$ cat config.mk
export PLATFORM = sky130hd
export DESIGN_NAME = writeback_arbiter
export DESIGN_NICKNAME = d
export VERILOG_FILES = /design/src/rtl/writeback_arbiter.sv
export SDC_FILE = /design/constraint.sdc
export NUM_CORES = 1
export LEC_CHECK = 0
export BUFFER_PORTS_ARGS = -buffer_cell sky130_fd_sc_hd__buf_4
export CORE_MARGIN = 10
export CORE_UTILIZATION = 45
export CTS_BUF_LIST = sky130_fd_sc_hd__clkbuf_16
export DETAILED_ROUTE_END_ITERATION = 16
export GPL_TIMING_DRIVEN = 1
export PLACE_DENSITY_LB_ADDON = 0.2
export SLEW_MARGIN = 10
export SYNTH_ARGS = -nofsm -noshare
export SYNTH_HDL_FRONTEND = slang
export SYNTH_SLANG_ARGS = --single-unit
$ cat constraint.sdc
create_clock -name clk_i -period 4.25 [get_ports clk_i]
set_input_delay 0.6375 -clock clk_i [delete_from_list [all_inputs] [get_ports clk_i]]
set_output_delay 0.6375 -clock clk_i [all_outputs]
set_load 0.05 [all_outputs]
$ cat src/rtl/writeback_arbiter.sv
// Writeback arbiter: three per-source result queues (ALU, LOAD, BRANCH) drained one entry per
// cycle onto a registered common data bus under round-robin arbitration.
module writeback_arbiter #(
    parameter int unsigned DATA_WIDTH = 32,
    parameter int unsigned ADDR_WIDTH = 32,
    parameter int unsigned ROB_WIDTH  = 5,
    parameter int unsigned PHY_WIDTH  = 6,
    parameter int unsigned FIFO_DEPTH = 4
) (
    input  logic                  clk_i,
    input  logic                  rst_i,
    input  logic                  flush_i,

    input  logic                  alu_valid_i,
    input  logic [ROB_WIDTH-1:0]  alu_rob_id_i,
    input  logic [PHY_WIDTH-1:0]  alu_rd_phy_i,
    input  logic [DATA_WIDTH-1:0] alu_result_i,

    input  logic                  ld_valid_i,
    input  logic [ROB_WIDTH-1:0]  ld_rob_id_i,
    input  logic [PHY_WIDTH-1:0]  ld_rd_phy_i,
    input  logic [DATA_WIDTH-1:0] ld_data_i,

    input  logic                  br_valid_i,
    input  logic [ROB_WIDTH-1:0]  br_rob_id_i,
    input  logic [PHY_WIDTH-1:0]  br_rd_phy_i,
    input  logic [DATA_WIDTH-1:0] br_link_i,
    input  logic                  br_taken_i,
    input  logic [ADDR_WIDTH-1:0] br_target_i,

    output logic                  alu_ready_o,
    output logic                  ld_ready_o,
    output logic                  br_ready_o,

    output logic                  cdb_valid_o,
    output logic [ROB_WIDTH-1:0]  cdb_rob_id_o,
    output logic [PHY_WIDTH-1:0]  cdb_rd_phy_o,
    output logic [DATA_WIDTH-1:0] cdb_data_o,
    output logic                  cdb_prf_we_o,
    output logic                  cdb_is_branch_o,
    output logic                  cdb_taken_o,
    output logic [ADDR_WIDTH-1:0] cdb_target_o
);

    localparam int unsigned PtrW = $clog2(FIFO_DEPTH);
    localparam int unsigned CntW = PtrW + 1;

    typedef struct packed {
        logic [ROB_WIDTH-1:0]  rob;
        logic [PHY_WIDTH-1:0]  phy;
        logic [DATA_WIDTH-1:0] data;
        logic                  taken;
        logic [ADDR_WIDTH-1:0] target;
    } entry_t;

    entry_t          mem_q    [3][FIFO_DEPTH];
    logic [PtrW-1:0] wr_ptr_q [3];
    logic [PtrW-1:0] wr_ptr_d [3];
    logic [PtrW-1:0] rd_ptr_q [3];
    logic [PtrW-1:0] rd_ptr_d [3];
    logic [CntW-1:0] count_q  [3];
    logic [CntW-1:0] count_d  [3];
    logic [1:0]      rr_ptr_q, rr_ptr_d;

    entry_t          in_entry [3];
    logic [2:0]      in_valid, ready, push, pop;
    logic            gnt_valid;
    logic [1:0]      gnt_idx;
    logic [2:0]      cand;
    entry_t          head;

    always_comb begin
        in_valid    = {br_valid_i, ld_valid_i, alu_valid_i};
        in_entry[0] = '{rob: alu_rob_id_i, phy: alu_rd_phy_i, data: alu_result_i,
                        taken: 1'b0, target: '0};
        in_entry[1] = '{rob: ld_rob_id_i, phy: ld_rd_phy_i, data: ld_data_i,
                        taken: 1'b0, target: '0};
        in_entry[2] = '{rob: br_rob_id_i, phy: br_rd_phy_i, data: br_link_i,
                        taken: br_taken_i, target: br_target_i};
    end

    // Ready depends only on registered occupancy, so a full queue stays closed even if it pops.
    always_comb begin
        for (int s = 0; s < 3; s++) begin
            ready[s] = (count_q[s] != CntW'(FIFO_DEPTH));
            push[s]  = in_valid[s] && ready[s] && !flush_i;
        end
    end

    assign alu_ready_o = ready[0];
    assign ld_ready_o  = ready[1];
    assign br_ready_o  = ready[2];

    always_comb begin
        gnt_valid = 1'b0;
        gnt_idx   = 2'd0;
        cand      = 3'd0;
        for (int k = 0; k < 3; k++) begin
            cand = {1'b0, rr_ptr_q} + 3'(k);
            if (cand >= 3'd3) cand = cand - 3'd3;
            if (!gnt_valid && count_q[cand[1:0]] != '0) begin
                gnt_valid = 1'b1;
                gnt_idx   = cand[1:0];
            end
        end
        head = mem_q[gnt_idx][rd_ptr_q[gnt_idx]];
    end

    always_comb begin
        rr_ptr_d = rr_ptr_q;
        if (gnt_valid) rr_ptr_d = (gnt_idx == 2'd2) ? 2'd0 : gnt_idx + 2'd1;
        for (int s = 0; s < 3; s++) begin
            pop[s]      = gnt_valid && (gnt_idx == 2'(s)) && !flush_i;
            wr_ptr_d[s] = push[s] ? wr_ptr_q[s] + PtrW'(1) : wr_ptr_q[s];
            rd_ptr_d[s] = pop[s] ? rd_ptr_q[s] + PtrW'(1) : rd_ptr_q[s];
            count_d[s]  = count_q[s] + CntW'(push[s]) - CntW'(pop[s]);
        end
    end

    always_ff @(posedge clk_i) begin
        if (rst_i || flush_i) begin
            rr_ptr_q <= 2'd0;
            for (int s = 0; s < 3; s++) begin
                wr_ptr_q[s] <= '0;
                rd_ptr_q[s] <= '0;
                count_q[s]  <= '0;
            end
        end else begin
            rr_ptr_q <= rr_ptr_d;
            for (int s = 0; s < 3; s++) begin
                wr_ptr_q[s] <= wr_ptr_d[s];
                rd_ptr_q[s] <= rd_ptr_d[s];
                count_q[s]  <= count_d[s];
            end
        end
    end

    always_ff @(posedge clk_i) begin
        for (int s = 0; s < 3; s++) begin
            if (push[s] && !rst_i) mem_q[s][wr_ptr_q[s]] <= in_entry[s];
        end
    end

    // Idle bus carries an all-zero payload; branch fields are zero for non-branch sources.
    always_ff @(posedge clk_i) begin
        if (rst_i || flush_i || !gnt_valid) begin
            cdb_valid_o     <= 1'b0;
            cdb_rob_id_o    <= '0;
            cdb_rd_phy_o    <= '0;
            cdb_data_o      <= '0;
            cdb_prf_we_o    <= 1'b0;
            cdb_is_branch_o <= 1'b0;
            cdb_taken_o     <= 1'b0;
            cdb_target_o    <= '0;
        end else begin
            cdb_valid_o     <= 1'b1;
            cdb_rob_id_o    <= head.rob;
            cdb_rd_phy_o    <= head.phy;
            cdb_data_o      <= head.data;
            cdb_prf_we_o    <= (head.phy != '0);
            cdb_is_branch_o <= (gnt_idx == 2'd2);
            cdb_taken_o     <= head.taken;
            cdb_target_o    <= head.target;
        end
    end

endmodule

# --- Word level (Yosys, flattened, before mapping) ---
# Memory sizes are Yosys's and may differ from the RTL's.
# Cells that the tools add are included.
classes:
  add_sub_neg: 18
  order_cmp: 10
  n_eq_ne: 5
  muxes: 44
  n_bitwise: 13
  n_reduce_logical: 32
op_table:
  columns: ["cell", "count"]
  rows:
  - ["two-way mux 304 bit", 3]
  - ["demux 76 bit (select 2 bit)", 3]
  - ["two-way mux 76 bit", 5]
  - ["binary-select mux 76 bit (select 2 bit)", 1]
  - ["two-way mux 2 bit", 19]
  - ["logical AND 1 bit", 20]
  - ["adder 2 x 1 -> 2 bit, second input constant", 7]
  - [">= comparator 3 bit, second input constant", 4]
  - ["NOT 2 -> 3 bit", 4]
  - ["two-way mux 1 bit", 10]
  - ["adder 3 x 1 -> 3 bit", 3]
  - ["< comparator 3 x 1 -> 1 bit, second input constant", 3]
  - ["two-way mux 3 bit", 3]
  - ["inequality test 3 bit, second input constant", 3]
  - ["bitwise OR 1 bit", 9]
  - ["nonzero test 3 bit", 3]
  - ["subtractor 3 x 1 -> 3 bit", 3]
  - [">= comparator 3 x 2 -> 1 bit, second input constant", 2]
  - ["nonzero test 6 bit", 1]
  - ["subtractor 2 bit, second input constant", 3]
  - ["zero test 1 bit", 5]
  - ["adder 2 x 1 -> 3 bit, second input constant", 1]
  - ["adder 2 x 2 -> 3 bit, second input constant", 1]
  - ["equality test 2 x 1 -> 1 bit, second input constant", 1]
  - ["4 further kinds", 5]
word_totals:
  regBits: 81
  ram_bits: 933
  mem_count: 4
mem_list:
  columns: ["name", "depth", "width", "rd", "rd_ports_with_merged_regs", "wr", "line", "text"]
  rows:
  - ["mem_q", 3, 304, 1, 0, 3, "56", "entry_t mem_q [3][FIFO_DEPTH];"]
  - ["count_q", 3, 3, 6, 0, 3, "61", "logic [CntW-1:0] count_q [3];"]
  - ["rd_ptr_q", 3, 2, 4, 0, 3, "59", "logic [PtrW-1:0] rd_ptr_q [3];"]
  - ["wr_ptr_q", 3, 2, 3, 0, 3, "57", "logic [PtrW-1:0] wr_ptr_q [3];"]

# --- Depth between registers and ports, before layout ---
# An unclocked memory read counts as a cell.
depth:
  word_depth: 17
  depth_mapped: 17
  mapped_depth_nobuf: 15

# --- Worst setup path after synthesis ---
# Ideal clock, no wire load.
synth_path:
  path_kind: "input to register"
  from: "input flush_i"
  to: "memory mem_q[2][0] in the netlist's numbering (enable)"
  arrival_time_ns: 3.264
  required_time_ns: 3.807
  setup_slack_ns: 0.543
  cell_stages: 5
  n_path_buf: 2
  cell_sequence: "clkbuf_1 or2_2 clkbuf_1 nor2_1 and2_1"
synth_lines:
  columns: ["element", "line", "text"]
  rows:
  - ["start: declaration", "12", "input logic flush_i,"]
  - ["end: declaration", "56", null]

# --- Worst setup path in the final report ---
layout_path:
  from: "register rr_ptr_q[0]"
  to: "register cdb_data_o[15]"
layout_between:
  elab_chain_cells: 16
  elab_cells_between_ends: 33
layout_rtl:
  columns: ["element", "line", "text"]
  rows:
  - ["start: declaration", "63", "logic [1:0] rr_ptr_q, rr_ptr_d;"]
  - ["start signal: assignment", "129", "rr_ptr_q <= rr_ptr_d;"]
  - ["parallel branches: the longest is 16 deep, another holds adder 2 x 1 -> 3 bit", null, null]
  - ["end signal: assignment", "159", "cdb_data_o <= head.data;"]
  - ["end: declaration", "38", "output logic [DATA_WIDTH-1:0] cdb_data_o,"]
# Several ways; the timed one is not identified. The select of a mux whose other input is x is not followed.
# A chain may end at the register's enable or synchronous reset.

==> flow_summary.toml <==
[status]
status = "complete, no violations"

[worst_setup_path]
cp-start-kind = "flip-flop"
reg2regPathDepth = 13
cp.arrival_ns = 4.11
cpMostUsedCell = "mux2i_1"
reg2reg_from = "rr_ptr_q[0]"
rrSetupSlack_ns = 0.62
required_ns = 4.73
critPathMaxStageDelay_ns = 0.53
endpoint_kind = "flip-flop"
slowest_stage = "o22a_4"
rr_endpoint = "cdb_data_o[15]"
path_class = "flip-flop to flip-flop"
path_cells = "inv_1, ha_1, nor4b_1, o31ai_1, nor2_4, a41o_1, o22a_4, buf_12, buf_4, mux2i_1, mux2i_1, o21ai_0, a21oi_1"
critPathMaxFanout = 41

[yosys]
ys_ff_latch = 750
synth-edff-count = 648
ys_seq_area_frac = 0.750
yosysWarnings = 0
synth_ff_type = "edfxtp_1"
syn-num-nets = 1948
synth_top_area_frac = 0.679
yosysUniqueCellTypes = 49
synth_top_cells_by_count = "edfxtp_1 (648), mux2i_1 (330), a21oi_1 (122), dfxtp_1 (102), a211oi_1 (78)"
yosys.area.top_type = "edfxtp_1"
async_reset_ff_frac = 0
avgSynthCellArea_um2 = 16.3
ys_top_cells_by_area = "edfxtp_1 (68%), mux2i_1 (12%), dfxtp_1 (7.1%)"
netlist_instances = 1755
synth_most_common_cell = "edfxtp_1"
synth_area_um2 = 28700

[global_route]
grt_max_degree = 101
antenna_found_initial = 9
overflow = 0
track_usage = 0.183
grt_pass1_wl_um = 103000
grt_pass1_vias = 16100

[clock_tree]
h-tree-depth = 3
cts_hold_buf = 0
cts_buffers = 78
cts_tree = "done"
clkSlewWorstSetupHoldPaths_ns = 0.06
post-cts-setup-buffers = 0
cts_resized = 0
clock_path_buffers = 3
clockRootBuffer = "clkbuf_16"
cts_sinks = 750
clkLatencyLatePin_ns = 0.62

[drt]
drc_errors = 0
first_pass_iters = 5
num_vias = 15800
ant_nets = 0
wire_per_inst_um = 23.5
wirelength_um = 68800
vias_per_cell = 5.39
drt_iter0_drc = 1016

[job]
maxCapViolCount = 0

[cells_and_area]
nets = 2216
syn2layout_area_growth_pct = 18.7
final_util = 0.539
finalInstanceArea_um2 = 34000
drive_gt1_frac = 0.201

[pwr]
leakage_uw = 0.0112
power_uw = 16800
power_density_nw_per_um2 = 493
ir_drop_uv = 376

[hold_path]
hp-class = "input port to flip-flop"
min_from = "rst_i"
hold_path_depth = 2
whs_endpoint = "cdb_is_branch_o"

[timing]
max_freq_ghz = 0.275
setup_tns_ns = 0
drv_slew = 0
fin_ws_ns = 0.618
finalWorstPathRequiredPeriod_ns = 3.63
slew_headroom = 0.368
finalCritPeriodShare = 0.855
setup_viol = 0
worst_pin_slew_ns = 0.948
finClkSkew_ns = 0.0191
rsz0062_at_grt = "false"
finalHoldViolCount = 0

[floorplanning]
fp.coreArea_um2 = 63100
die_w_um = 272
std_cell_rows = 92
die_y_um = 272
start_util = 0.454
die_area_um2 = 74200
io_pins = 250

[placed_design]
place_ws_ns = 0.577
gp_congestion = 0.791
io_buffers = 249
placed_area_um2 = 31700
dp_hpwl_um = 42300
## stage by stage
stage | cells | hold WS (ns)
after global routing | 2932 | 0.191
after detailed placement | 2789 | 0.495
after global placement | 2789 | 0.490
after CTS | 2930 | 0.159
after floorplan | 1755 | 0.469
final | 2933 | 0.192
## registers in the layout (all words and copies together) (netlist names), 2 cells and up
signal and count:
mem_q 648, cdb_data_o 32, cdb_target_o 32, count_q 9
cdb_rd_phy_o 6, rd_ptr_q 6, wr_ptr_q 6, cdb_rob_id_o 5
rr_ptr_q 2
## cells in the final DEF, fill, tap and decap left out, types with 13 or more instances in the layout
| cell type | n |
|---|---|
| edfxtp_1 | 648 |
| mux2i_1 | 330 |
| buf_4 | 280 |
| a21oi_1 | 122 |
| dfxtp_1 | 101 |
| a211oi_1 | 78 |
| clkbuf_16 | 78 |
| o21ai_0 | 77 |
| nand2_1 | 60 |
| nor2_1 | 47 |
| inv_1 | 45 |
| and2_1 | 23 |
| ha_1 | 22 |
| clkinv_1 | 19 |
| and2_0 | 17 |
| buf_12 | 13 |
## kinds of logic after synthesis
| family | share of synthesized area |
|---|---|
| flops | 0.750 |
| mux | 0.115 |
| simple gates | 0.0323 |
| buf+inv | 0.0197 |
| compound gates | 0.0662 |
| fa+ha+maj | 0.0117 |
| xor+xnor | 0.00458 |
## per-layer routing
layer	global-route usage	share of wire
met3	0.0421	0.065
met1	0.233	0.42
met4	0.0551	0.020
met5	0	0.0011
met2	0.307	0.49
## power by group
| group | internal [uW] | switching (uW) |
|---|---|---|
| Sequential | 8180 | 77.4 |
| Combinational | 849 | 1410 |
| Clock | 3530 | 2720 |
| Total | 12600 | 4210 |
## final cells by class
cell class | instances | area [um^2]
Timing Repair Buffer | 293 | 2360
Inverter | 22 | 82.6
Multi-Input combinational cell | 878 | 6660
Tap cell | 846 | 1060
Clock buffer | 78 | 1950
Antenna cell | 3 | 7.51
Sequential cell | 750 | 21500
Fill cell | 5169 | 29000
Clock inverter | 63 | 408
## worst max-delay path, delay by kind of cell (launching register included)
family	cells	cell delay [ns]
AO/OA/AOI/OAI	5	1.12
adder cells (fa/ha/maj)	1	0.45
buffers and inverters	3	0.57
flip-flops	1	0.36
multiplexers	2	0.37
AND/OR/NAND/NOR	2	0.57
## how the worst max path moves through the flow
stage | from | endpoint | slack [ns] | depth (start not counted)
finish | rr_ptr_q[0] | cdb_data_o[15] | 0.62 | 13
CTS | rr_ptr_q[0] | cdb_data_o[15] | 0.61 | 13
detailed placement | rr_ptr_q[1] | cdb_target_o[3] | 0.58 | 10
global placement | rr_ptr_q[1] | cdb_target_o[3] | 0.69 | 10
global route | rr_ptr_q[1] | count_q[0][2] | 0.32 | 14
floorplan | flush_i | mem_q[2][0] | 0.54 | 5
(Power assumes the default switching activity.)
